[src/rtl/uart_tx_arbiter_if.sv]
// Byte-source / uart_tx handshake bundle shared by the TX arbiter and its neighbours.
// The slave side is the arbiter; the master side drives the sources and the uart_tx pull.
interface uart_tx_arbiter_if #(
    parameter int N = 2,
    parameter int W = 8
);
    logic [N*W-1:0] src_data;
    logic [N-1:0]   src_empty;
    logic [N-1:0]   src_get;
    logic [W-1:0]   out;
    logic           get;
    logic           empty;
    logic [N-1:0]   grant;
    logic           locked;

    modport slave (
        input  src_data, src_empty, get,
        output src_get, out, empty, grant, locked
    );

    modport master (
        output src_data, src_empty, get,
        input  src_get, out, empty, grant, locked
    );
endinterface

[src/rtl/uart_tx_arbiter.sv]
// Round-robin arbiter with line lock in front of uart_tx: an owner keeps the
// transmitter until its EOL byte is taken or it stays empty for IDLE_LIMIT clocks.
module uart_tx_arbiter #(
    parameter int             N          = 2,
    parameter int             W          = 8,
    parameter logic [W-1:0]   EOL        = 8'h0A,
    parameter int             IDLE_LIMIT = 16
) (
    input  logic               clock,
    input  logic               reset,
    uart_tx_arbiter_if.slave   bus
);
    localparam int PW = (N > 1) ? $clog2(N) : 1;
    localparam int CW = $clog2(IDLE_LIMIT + 1);

    localparam logic [0:0] S_IDLE = 1'b0;
    localparam logic [0:0] S_LOCK = 1'b1;

    logic [0:0]    r_state;
    logic [N-1:0]  r_grant;
    logic [PW-1:0] r_owner;
    logic [PW-1:0] r_ptr;
    logic [CW-1:0] r_cnt;

    logic          w_locked;
    logic [W-1:0]  w_own_data;
    logic          w_own_empty;
    logic          w_take;
    logic          w_eol;
    logic          w_timeout;
    logic          w_release;
    logic          w_found;
    logic [PW-1:0] w_pick;
    logic [PW-1:0] w_idx;

    assign w_locked    = (r_state == S_LOCK);
    assign w_own_data  = bus.src_data[r_owner*W +: W];
    assign w_own_empty = bus.src_empty[r_owner];
    assign w_take      = w_locked & bus.get & ~w_own_empty;
    assign w_eol       = w_take && (w_own_data == EOL);
    // Release fires on the clock that would bring the empty count up to IDLE_LIMIT.
    assign w_timeout   = w_locked && w_own_empty && (r_cnt == CW'(IDLE_LIMIT - 1));
    assign w_release   = w_eol | w_timeout;

    // The owner drives the sink directly; r_grant is zero outside LOCK, which gates src_get.
    assign bus.out     = w_locked ? w_own_data : '0;
    assign bus.empty   = w_locked ? w_own_empty : 1'b1;
    assign bus.src_get = r_grant & {N{w_take}};
    assign bus.grant   = r_grant;
    assign bus.locked  = w_locked;

    // Search starts just after the last owner, so that owner is considered last.
    always_comb begin
        w_found = 1'b0;
        w_pick  = r_ptr;
        w_idx   = r_ptr;
        for (int k = 1; k <= N; k++) begin
            w_idx = PW'((int'(r_ptr) + k) % N);
            if (!w_found && !bus.src_empty[w_idx]) begin
                w_found = 1'b1;
                w_pick  = w_idx;
            end
        end
    end

    always_ff @(posedge clock or posedge reset) begin
        if (reset) begin
            r_state <= S_IDLE;
            r_grant <= '0;
            r_owner <= '0;
            r_ptr   <= PW'(N - 1);
            r_cnt   <= '0;
        end else if (r_state == S_IDLE) begin
            if (w_found) begin
                r_state <= S_LOCK;
                r_grant <= N'(1) << w_pick;
                r_owner <= w_pick;
                r_cnt   <= '0;
            end
        end else if (w_release) begin
            r_state <= S_IDLE;
            r_grant <= '0;
            r_ptr   <= r_owner;
            r_cnt   <= '0;
        end else if (!w_own_empty) begin
            r_cnt <= '0;
        end else if (r_cnt != CW'(IDLE_LIMIT)) begin
            r_cnt <= r_cnt + CW'(1);
        end
    end
endmodule

[src/flat_wrapper.sv]
// flat-port wrapper written by rule: the top's interface ports become plain ports
module uart_tx_arbiter_flat 
#(
    parameter int             N          = 2,
    parameter int             W          = 8,
    parameter logic [W-1:0]   EOL        = 8'h0A,
    parameter int             IDLE_LIMIT = 16
)
  (clock, reset, bus_src_data, bus_src_empty, bus_get, bus_src_get, bus_out, bus_empty, bus_grant, bus_locked);
  uart_tx_arbiter_if #(.N(N), .W(W)) bus_i ();
  input  logic clock;
  input  logic reset;
  input wire logic [$bits(bus_i.src_data)-1:0] bus_src_data;
  input wire logic [$bits(bus_i.src_empty)-1:0] bus_src_empty;
  input wire logic [$bits(bus_i.get)-1:0] bus_get;
  output wire logic [$bits(bus_i.src_get)-1:0] bus_src_get;
  output wire logic [$bits(bus_i.out)-1:0] bus_out;
  output wire logic [$bits(bus_i.empty)-1:0] bus_empty;
  output wire logic [$bits(bus_i.grant)-1:0] bus_grant;
  output wire logic [$bits(bus_i.locked)-1:0] bus_locked;
  assign bus_i.src_data = bus_src_data;
  assign bus_i.src_empty = bus_src_empty;
  assign bus_i.get = bus_get;
  assign bus_src_get = bus_i.src_get;
  assign bus_out = bus_i.out;
  assign bus_empty = bus_i.empty;
  assign bus_grant = bus_i.grant;
  assign bus_locked = bus_i.locked;
  uart_tx_arbiter #(.N(N), .W(W), .EOL(EOL), .IDLE_LIMIT(IDLE_LIMIT)) u_core (.clock(clock), .reset(reset), .bus(bus_i));
endmodule
[config.mk]
export PLATFORM = sky130hd
export DESIGN_NAME = uart_tx_arbiter_flat
export DESIGN_NICKNAME = d
export VERILOG_FILES = /design/src/rtl/uart_tx_arbiter_if.sv /design/src/rtl/uart_tx_arbiter.sv /design/src/flat_wrapper.sv
export SDC_FILE = /design/constraint.sdc
export NUM_CORES = 1
export LEC_CHECK = 0
export CORE_UTILIZATION = 36
export CTS_CLUSTER_SIZE = 25
export DETAILED_ROUTE_END_ITERATION = 12
export HOLD_SLACK_MARGIN = 0.05
export PLACE_DENSITY = 0.76
export SYNTH_ARGS = -nofsm -noshare
export SYNTH_HDL_FRONTEND = slang
export SYNTH_SLANG_ARGS = --single-unit
[constraint.sdc]
create_clock -name clock -period 2.3 [get_ports clock]
set_input_delay 0.46 -clock clock [delete_from_list [all_inputs] [get_ports clock]]
set_output_delay 0.46 -clock clock [all_outputs]
set_load 0.01 [all_outputs]
======== Word-level counts from Yosys, hierarchy flattened ========
Index checks and enable logic that the tools add are counted.
operators by class
  shifts and indexed selects .............. 2
  reduce and logical (&&, ||, !) cells .... 10
  $lt $le $gt $ge ......................... 3
  mux-type cells .......................... 23
  add/sub/neg operators ................... 3
  eq/ne operators ......................... 5
  bitwise logic cells ..................... 6
operator list
  operator                                                     count
  2-to-1 mux 5 bit                                             5
  indexed part select 16 x 5 -> 8 bit                          1
  2-to-1 mux 1 bit                                             14
  equality test 8 x 4 -> 1 bit (second input constant)         1
  2-to-1 mux 8 bit                                             1
  AND reduction 2 bit                                          4
  less-than comparator 1 x 2 -> 1 bit (second input constant)  3
  2-to-1 mux 2 bit                                             3
  adder 5 x 1 -> 5 bit (second input constant)                 1
  equality test 5 x 4 -> 1 bit (second input constant)         1
  inequality test 5 bit (second input constant)                1
  logical AND 1 bit                                            4
  inequality test 4 bit (second input constant)                1
  adder 1 bit (second input constant)                          2
  AND 1 bit                                                    2
  AND 2 bit                                                    1
  inequality test 2 bit (second input constant)                1
  NOT 1 bit                                                    2
  nonzero test 2 bit                                           1
  << shifter 1 x 1 -> 2 bit (first input constant)             1
  logical NOT 1 bit                                            1
  OR 1 bit                                                     1
word-level totals
  flip-flop bits (word level) ............. 10
  output and inout port bits .............. 14

======== Logic depth before layout (Yosys ltp) ========
Gate-level depths: netlist of the first run.
  depth after elaboration ................. 9
  gate-level depth with buffers ........... 6
  gate-level depth less buffers ........... 6

======== Worst setup path before layout of the first run ========
Ideal clock, no wire load.
  path kind ............................... register to output
  from .................................... register u_core.r_state, in the netlist u_core.bus.locked
  to ...................................... output port bus_out[3]
  data required time ...................... 1.840 ns
  arrival ................................. 1.128 ns
  buffers on the path ..................... 1
  path slack .............................. 0.712 ns
  stages on the path, launching flop included .. 3
  cell sequence ........................... dfrtp_1 -> clkbuf_1 -> a21boi_0
on the way
  longest elaborated chain between the ends .. 1
ends and longest elaborated chain
  what                    RTL line               RTL
  from (decl)             uart_tx_arbiter.sv:19  logic [0:0] r_state;
  from (signal assigned)  uart_tx_arbiter.sv:68  r_state <= S_IDLE;
  from (signal assigned)  uart_tx_arbiter.sv:75  r_state <= S_LOCK;
  from (signal assigned)  uart_tx_arbiter.sv:81  r_state <= S_IDLE;
  2-to-1 mux 8 bit        uart_tx_arbiter.sv:46  assign bus.out = w_locked ? w_own_data : '0;
  to (decl)               flat_wrapper.sv:17     output wire logic [$bits(bus_i.out)-1:0] bus_out;
Every way passes these cells.

======== Worst setup path in the final report of the first run ========
  from .................................... input port bus_src_empty[1]
  to ...................................... output port bus_src_get[0]
on the way
  longest elaborated chain between the ends .. 5
ends and longest elaborated chain
  what                                                  RTL line               RTL
  from (decl)                                           flat_wrapper.sv:14     input wire logic [$bits(bus_i.src_empty)-1:0] bus_src_empty;
  2-to-1 mux 1 bit (not written as such) (2 in series)  uart_tx_arbiter.sv:38  assign w_own_empty = bus.src_empty[r_owner];
  NOT 1 bit                                             uart_tx_arbiter.sv:39  assign w_take = w_locked & bus.get & ~w_own_empty;
  AND 1 bit                                             uart_tx_arbiter.sv:39
  AND 2 bit                                             uart_tx_arbiter.sv:48  assign bus.src_get = r_grant & {N{w_take}};
  to (decl)                                             flat_wrapper.sv:16     output wire logic [$bits(bus_i.src_get)-1:0] bus_src_get;
Every way passes these cells. The select of a mux whose other input is x is not followed.

==> results of run 1 <==
-- logic make-up (layout without fill, tap and decap cells) --
| family | count (synthesis) | in the layout | synth area share (%) |
|---|---|---|---|
| AND/OR/NAND/NOR | 37 | 37 | 28.4 |
| AO/OA/AOI/OAI | 15 | 15 | 16.5 |
| flip-flops | 10 | 10 | 33.6 |
| multiplexers | 9 | 9 | 12.2 |
| buffers and inverters | 6 | 50 | 3.17 |
| adder cells (fa/ha/maj) | 3 | 3 | 5.01 |
| XOR/XNOR | 1 | 1 | 1.17 |
-- metrics by stage --
stage	power (mW)	worst slack [ns]	area, um2	instances	TNS [ns]
after detailed placement	0.397	-0.0775	1160	146	-0.151
after floorplan	0.289	0.712	749	81	0
after CTS	0.555	0.0236	1210	152	0
final	0.547	0.0375	1210	152	0
after global placement	0.392	-0.0442	1160	146	-0.0877
after global routing	0.579	-0.0512	1210	152	-0.0512
-- power by group through the flow --
stage	sequential, mW	clock, mW	combinational (mW)
6_report	0.207	0.150	0.190
5_1_grt	0.210	0.164	0.206
4_1_cts	0.207	0.159	0.189
3_5_place_dp	0.210	0	0.187
3_3_place_gp	0.209	0	0.183
2_1_floorplan	0.208	0	0.0812
-- timing repair --
item / CTS / global route
gates resized for setup: 3 / 2
pin swaps: 1 / 0
setup endpoints to repair: 2 / 2
buffers inserted: 2 / 0
-- synthesized netlist by cell type (2+ instances only) --
cell     n  area (um2)
a22o_1   2        17.5
and2_1   2        12.5
and3_1   2        12.5
dfrtp_1  9         225
ha_1     3        37.5
inv_1    4        15.0
mux2i_1  8        80.1
nand2_1  9        33.8
nor2_1   6        22.5
nor2b_1  7        43.8
nor3_1   2        10.0
nor4b_1  2        17.5
o21ai_0  7        35.0
-- registers in the layout, indices dropped and copies added, names as in the netlist --
signal             flops
u_core.r_owner         1
u_core.bus.locked      1
u_core.r_ptr           1
u_core.r_cnt           5
u_core.bus.grant       2
-- metal layers --
| metal | global-route usage (%) | wire length (um) | vias up |
|---|---|---|---|
| li1 | - | - | 375 |
| met1 | 19.1 | 755 | 355 |
| met2 | 33.7 | 1100 | 16 |
| met3 | 4.15 | 108 | 2 |
| met4 | 8.89 | 11 | 0 |
| met5 | 0 | 0 | - |
-- worst max-delay path by stage --
stage / slack, ns / end / depth (start not counted) / startpoint
detailed placement: -0.08 / bus_src_get[0] / 5 / bus_src_empty[1]
CTS: 0.02 / bus_out[3] / 4 / u_core.r_owner$_DFFE_PP0P_
floorplan: 0.71 / bus_out[3] / 2 / u_core.bus.locked$_DFF_PP0_
global route: -0.05 / bus_src_get[0] / 6 / bus_src_empty[1]
finish: 0.04 / bus_src_get[0] / 6 / bus_src_empty[1]
global placement: -0.04 / bus_src_get[1] / 5 / bus_src_empty[1]
-- final cells by class --
type	instances	area [um2]	share of cell area [%]
Inverter	4	15.0	1.24
Clock buffer	4	36.3	2.99
Sequential cell	10	251	20.7
Tap cell	27	33.8	2.78
Multi-Input combinational cell	65	478	39.4
Timing Repair Buffer	42	399	32.9
==> impl_metrics.ini, run 1 <==
[power]
vdd.ir_drop.worst_v = 0.000396
p_sw_share_pct = 26.6
combPwrFrac_pct = 34.7
leakagePower_nw = 0.541
power.switching_mw = 0.145
p_per_area_nw_per_um2 = 451
p_int_mw = 0.402
seq_power_share_pct = 37.9
clockPowerShare_pct = 27.5

[setup_path]
startpoint_type = input pin
arrival_ns = 1.80
path_cells = clkdlybuf4s50_1, mux2i_2, and3_1, buf_4, and2_1, dlygate4sd2_1
cp.required_ns = 1.84
critPathKind = input pin to output pin
slowest_stage = clkdlybuf4s50_1
crit_path_end_kind = output pin
r2r_end = u_core.r_ptr$_DFFE_PP1P_
r2r_slack_ns = 0.48
cp_slowest_stage_delay_ns = 0.46
crit_family = buffers and inverters
timing.rr.start = u_core.r_owner$_DFFE_PP0P_
r2r_cells = 6
path_buf_inv = 3
crit_fanout = 2

[clock_tree]
clockBufferDepth = 2
cts_hold_buf = 0
cts.htree.levels = 1
clock_latency_ns = 0.26
numCtsBuffers = 3
root_buffer = clkbuf_4
clk_pin_slew_ns = 0.06
cts_tree = done
clock_sink_count = 10

[drt]
route.detailed.drc = 0
drt_pass1_iterations = 3
vias_per_cell = 4.92
drt_iter0_markers = 15
wl_per_cell_um = 13.0
drt.antenna.violating_nets = 0
routed_wl_mm = 1.98
vias = 748

[synth]
yosys_warnings = 0
syn_inst = 81
synth_edf_count = 0
netlist_area_um2 = 749
synth-seq-area-share_pct = 33.6
synth_fp_nets = 105
synthDistinctLibCells = 31
synth_flop_cell = dfrtp_1
async_flop_share_pct = 100
synth-seq-cells = 10
syn_avg_cell_area_um2 = 9.25

[global_routing]
grt_usage_pct = 18.1
grt_max_degree = 13
grt_pass1_wl_mm = 2.79
grt.overflow.total = 0
antenna_found_initial = 0
grt_pass1_vias = 675

[floorplanning]
ioPinCount = 35
num_rows = 16
die_w_um = 47.6
die_h_um = 47.6
core_um2 = 1960
initial_core_util_pct = 38.2
die-area_um2 = 2270

[final_layout]
final_nets = 150
mostFrequentLayoutCells = 30 x clkdlybuf4s50_1, 9 x nand2_1, 9 x dfrtp_1
area_growth_pct = 61.9
antennaDiodeCount = 0
fillerInstances = 201
final_common_cell = clkdlybuf4s50_1
utilization_pct = 61.9
drive_gt1_share_pct = 15.2

[place]
port_buffers = 34
dp_hpwl_mm = 1.60
place_congestion = 0.872

[timing]
finalSetupViolations = 0
slew_headroom_pct = 76.1
tightest_slew_ns = 0.358
slew_viol_final = 0
skew_ns = 0.00273
grt_setup_unrepaired = yes
whs_ns = 0.464
hold_viol = 0
period_share_pct = 98.4
min_period_ns = 2.26
max_freq_mhz = 442

[outcome]
status = finished clean

[min_path]
min_path_type = input pin to asynchronous set/reset pin

[flow_run]
maxCapViolCount = 0
No activity file was read; power rests on OpenSTA's default activity.
==> run 2: changes to the inputs <==
PLACE_DENSITY = 0.78   (was 0.76)
clock period = 1.95 ns   (was 2.3 ns; I/O delays follow)
==> run 2 against run 1 <==
Utilization down 0.64 points. Critical path depth down 1. Sequential power up 17%. Non-clock buffer count up 2. First-iteration DRC count unchanged. Critical endpoint unchanged.
==> impl_metrics.ini, run 2 (synthesis gave the netlist of run 1 again) <==
[place]
postPlaceCellArea_um2 = 1180
port_buffers = 34
dp_hpwl_mm = 1.58
dp_worst_setup_slack_ns = -0.316
place_congestion = 0.742

[clock_tree]
cts_tree = done
root_buffer = clkbuf_4
clock_sink_count = 10
cts.htree.levels = 1
numCtsBuffers = 3
clk_pin_slew_ns = 0.07
clock_latency_ns = 0.27
clockBufferDepth = 2

[final_layout]
fin_area_um2 = 1200
drive_gt1_share_pct = 16.5
final_common_cell = clkdlybuf4s50_1
mostFrequentLayoutCells = 21 x clkdlybuf4s50_1, 10 x buf_4, 9 x nand2_1, 9 x dfrtp_1
utilization_pct = 61.2
area_growth_pct = 60.3
largest_reg_flops = 5
antennaDiodeCount = 0
top_register = u_core.r_cnt
final_nets = 152
fillerInstances = 193

[timing]
period_share_pct = 94.0
final.setup.worst_slack_ns = 0.117
hold_viol = 0
finalSetupTns_ns = 0
slew_viol_final = 0
max_freq_mhz = 546
tightest_slew_ns = 0.382
slew_headroom_pct = 74.2
skew_ns = 0.0117
grt_setup_unrepaired = no
finalSetupViolations = 0
min_period_ns = 1.83

[global_routing]
grt.overflow.total = 0
grt_usage_pct = 17.6
grt_pass1_wl_mm = 2.82
antenna_found_initial = 0
grt_max_degree = 11
grt_pass1_vias = 677

[drt]
drt.antenna.violating_nets = 0
vias = 770
wl_per_cell_um = 12.8
route.detailed.drc = 0
vias_per_cell = 5.00
routed_wl_mm = 1.96
drt_pass1_iterations = 4
drt_iter0_markers = 15

[setup_path]
r2r_slack_ns = 0.14
crit_end = bus_src_get[0]
timing.rr.start = u_core.r_cnt[0]$_DFFE_PP0P_
startpoint_type = register
r2r_end = u_core.r_cnt[2]$_DFFE_PP0P_
r2r_cells = 6
critPathKind = register to output pin
crit_path_start = u_core.r_owner$_DFFE_PP0P_
crit_fanout = 3
arrival_ns = 1.44
cp.required_ns = 1.56
crit_path_end_kind = output pin

[floorplanning]
die-area_um2 = 2270
core_um2 = 1960
ioPinCount = 35
initial_core_util_pct = 38.2
num_rows = 16
die_h_um = 47.6
die_w_um = 47.6

[outcome]
status = finished clean

[power]
p_per_area_nw_per_um2 = 504
leakagePower_nw = 0.559
vdd.ir_drop.worst_v = 0.000348

[min_path]
min_path_type = input pin to asynchronous set/reset pin

[flow_run]
maxCapViolCount = 0
==> run 2: cell count changes in the layout (fill, tap and decap cells not counted), sizes merged <==
cell / change
clkbuf: +1
clkdlybuf4s50: -9
buf: +3
dlymetal6s2s: +1
clkdlybuf4s15: +1
dlygate4sd2: +5
==> run 2: routing by layer <==
metal  part of all wire, %  global-route usage (%)  vias up
met3                    13                    3.77        4
li1                      -                       -      382
met5                     0                       0        -
met1                    39                    20.0      344
met2                    45                    31.0       40
met4                   1.8                    9.44        0
==> run 2: how the worst min path moves through the flow <==
stage,end,cells after the start
detailed placement,u_core.r_cnt[4]$_DFFE_PP0P_,2
CTS,u_core.r_cnt[3]$_DFFE_PP0P_,2
finish,u_core.r_cnt[3]$_DFFE_PP0P_,2
global route,u_core.r_cnt[3]$_DFFE_PP0P_,2
global placement,u_core.r_cnt[4]$_DFFE_PP0P_,2
floorplan,u_core.bus.grant[0]$_DFFE_PP0P_,1
==> run 2: area by class of cell <==
type                       instances  area [um2]  area share, %
sequential                        10         251           20.9
timing repair buffer              44         400           33.3
tap                               27        33.8           2.81
inverter                           4        15.0           1.25
clock buffer                       4        26.3           2.19
multi-input combinational         65         474           39.5
==> run 2: what timing repair did <==
item,4_1_cts,5_1_grt
setup buffers,1,0
resized for setup,15,5
pin swaps,1,1
hold buffers,0,0
endpoints found under the hold margin,0,0
endpoints found under the setup margin,11,3
==> run 2: worst max-delay path, stage by stage (launching register included) <==
cell and delay [ns]:
dfrtp_1 0.39, mux2i_1 0.23, and3_1 0.20, buf_4 0.11, and2_1 0.11, buf_2 0.13
==> run 2: power breakdown <==
| group | internal, mW | switching (mW) | total, mW |
|---|---|---|---|
| clock network | 0.0792 | 0.0754 | 0.155 |
| logic | 0.122 | 0.0862 | 0.208 |
| registers | 0.225 | 0.0174 | 0.243 |
| total | 0.427 | 0.179 | 0.606 |
==> run 2: through the flow <==
stage          hold WS [ns]  cells  power [mW]
2_1_floorplan         0.229     81       0.341
3_3_place_gp          0.462    149       0.464
3_5_place_dp          0.477    149       0.470
4_1_cts               0.383    154       0.615
5_1_grt               0.447    154       0.640
6_report              0.384    154       0.606
==> run 3: changes to the inputs <==
GPL_TIMING_DRIVEN = 0   (was unset)
==> run 3 against run 2 <==
Combinational power is 4% lower. Clock-buffer cell count unchanged. Critical endpoint is now bus_src_get[1]. Cell area decreased by 3.3%.
==> impl_metrics.ini, run 3 (synthesis gave the netlist of run 1 again) <==
[outcome]
status = finished clean

[setup_path]
crit_fanout = 5
r2r_slack_ns = 0.18
cp_num_cells = 4
timing.rr.start = u_core.r_cnt[0]$_DFFE_PP0P_
r2r_end = u_core.r_ptr$_DFFE_PP1P_
crit_family = flip-flops
crit_path_end_kind = output pin
crit_path_start = u_core.r_owner$_DFFE_PP0P_
crit_end = bus_src_get[1]
arrival_ns = 1.48
slowest_stage = dfrtp_2
r2r_cells = 6
path_cells = mux2i_2, and3_4, and2_1, clkdlybuf4s15_1
critPathKind = register to output pin
cp_slowest_stage_delay_ns = 0.42
cp.required_ns = 1.56
startpoint_type = register
path_buf_inv = 1

[timing]
skew_ns = 0.00857
whs_ns = 0.395
finalSetupViolations = 0
slew_headroom_pct = 74.7
grt_setup_unrepaired = no
tightest_slew_ns = 0.379
hold_viol = 0
period_share_pct = 96.1
max_freq_mhz = 534
final.setup.worst_slack_ns = 0.0770
min_period_ns = 1.87
slew_viol_final = 0

[final_layout]
final_nets = 146
antennaDiodeCount = 0
mostFrequentLayoutCells = 21 x clkdlybuf4s50_1, 11 x dlygate4sd2_1, 9 x nand2_1
utilization_pct = 59.2
largest_reg_flops = 5
top_register = u_core.r_cnt
final_common_cell = clkdlybuf4s50_1
fin_area_um2 = 1160
drive_gt1_share_pct = 14.9
area_growth_pct = 54.9

[floorplanning]
ioPinCount = 35
die-area_um2 = 2270
die_h_um = 47.6
initial_core_util_pct = 38.2
core_um2 = 1960
num_rows = 16
die_w_um = 47.6

[drt]
drt.antenna.violating_nets = 0
drt_iter0_markers = 10
vias_per_cell = 4.99
route.detailed.drc = 0
routed_wl_mm = 2.03
drt_pass1_iterations = 4
vias = 738
wl_per_cell_um = 13.7

[place]
place_congestion = 0.736
port_buffers = 34
dp_worst_setup_slack_ns = -0.576
postPlaceCellArea_um2 = 1120
dp_hpwl_mm = 1.65

[clock_tree]
clockBufferDepth = 2
cts_tree = done
numCtsBuffers = 3
root_buffer = clkbuf_4
clock_sink_count = 10
cts.htree.levels = 1
cts_hold_buf = 0
clk_pin_slew_ns = 0.07
clock_latency_ns = 0.26

[min_path]
min_path_type = input pin to asynchronous set/reset pin

[global_routing]
grt.overflow.total = 0
grt_use_met2_pct = 32.9
met3_usage_pct = 6.04
antenna_found_initial = 0
use_met1_pct = 19.4
grt_usage_pct = 17.8
grt_pass1_vias = 688
grt_pass1_wl_mm = 2.80
busiest_layer = met2
grt_max_degree = 11

[flow_run]
maxCapViolCount = 0

[power]
power_mw = 0.590
vdd.ir_drop.worst_v = 0.000414
p_per_area_nw_per_um2 = 509
leakagePower_nw = 0.510
run 3: area by class of cell:
cell class | instances | area (um2)
Fill cell | 199 | 801
Multi-Input combinational cell | 65 | 483
Timing Repair Buffer | 36 | 337
Sequential cell | 10 | 254
Tap cell | 27 | 33.8
Clock buffer | 4 | 26.3
Inverter | 4 | 15.0
Buffer | 2 | 12.5
run 3: worst min-delay path by stage:
stage	from	end	slack (ns)	cells past startpoint
after floorplan	reset	u_core.bus.grant[0]$_DFFE_PP0P_	0.23	1
after global placement	u_core.r_cnt[4]$_DFFE_PP0P_	u_core.r_cnt[4]$_DFFE_PP0P_	0.46	2
after detailed placement	u_core.r_cnt[4]$_DFFE_PP0P_	u_core.r_cnt[4]$_DFFE_PP0P_	0.47	2
after CTS	reset	u_core.r_cnt[2]$_DFFE_PP0P_	0.40	2
after global routing	reset	u_core.r_cnt[2]$_DFFE_PP0P_	0.44	2
final	reset	u_core.r_cnt[2]$_DFFE_PP0P_	0.40	2
run 3: timing repair:
action,4_1_cts,5_1_grt
endpoints found under the setup margin,11,2
resized for setup,19,3
buffers inserted,2,0
run 3: power breakdown:
part | total [mW] | internal, mW | switching (mW)
registers | 0.245 | 0.226 | 0.0197
logic | 0.199 | 0.115 | 0.0842
clock network | 0.146 | 0.0788 | 0.0669
total | 0.590 | 0.420 | 0.171
run 3: per-layer routing:
| layer | vias to the layer above | share of wire [%] |
|---|---|---|
| met5 | - | 0 |
| met4 | 0 | 0.39 |
| met3 | 2 | 13 |
| met2 | 35 | 48 |
| met1 | 333 | 39 |
| li1 | 368 | - |
run 3: stage by stage:
step / setup TNS [ns] / cells
after floorplan: 0 / 81
after global placement: -1.91 / 142
after detailed placement: -2.28 / 142
after CTS: 0 / 148
after global routing: 0 / 148
final: 0 / 148
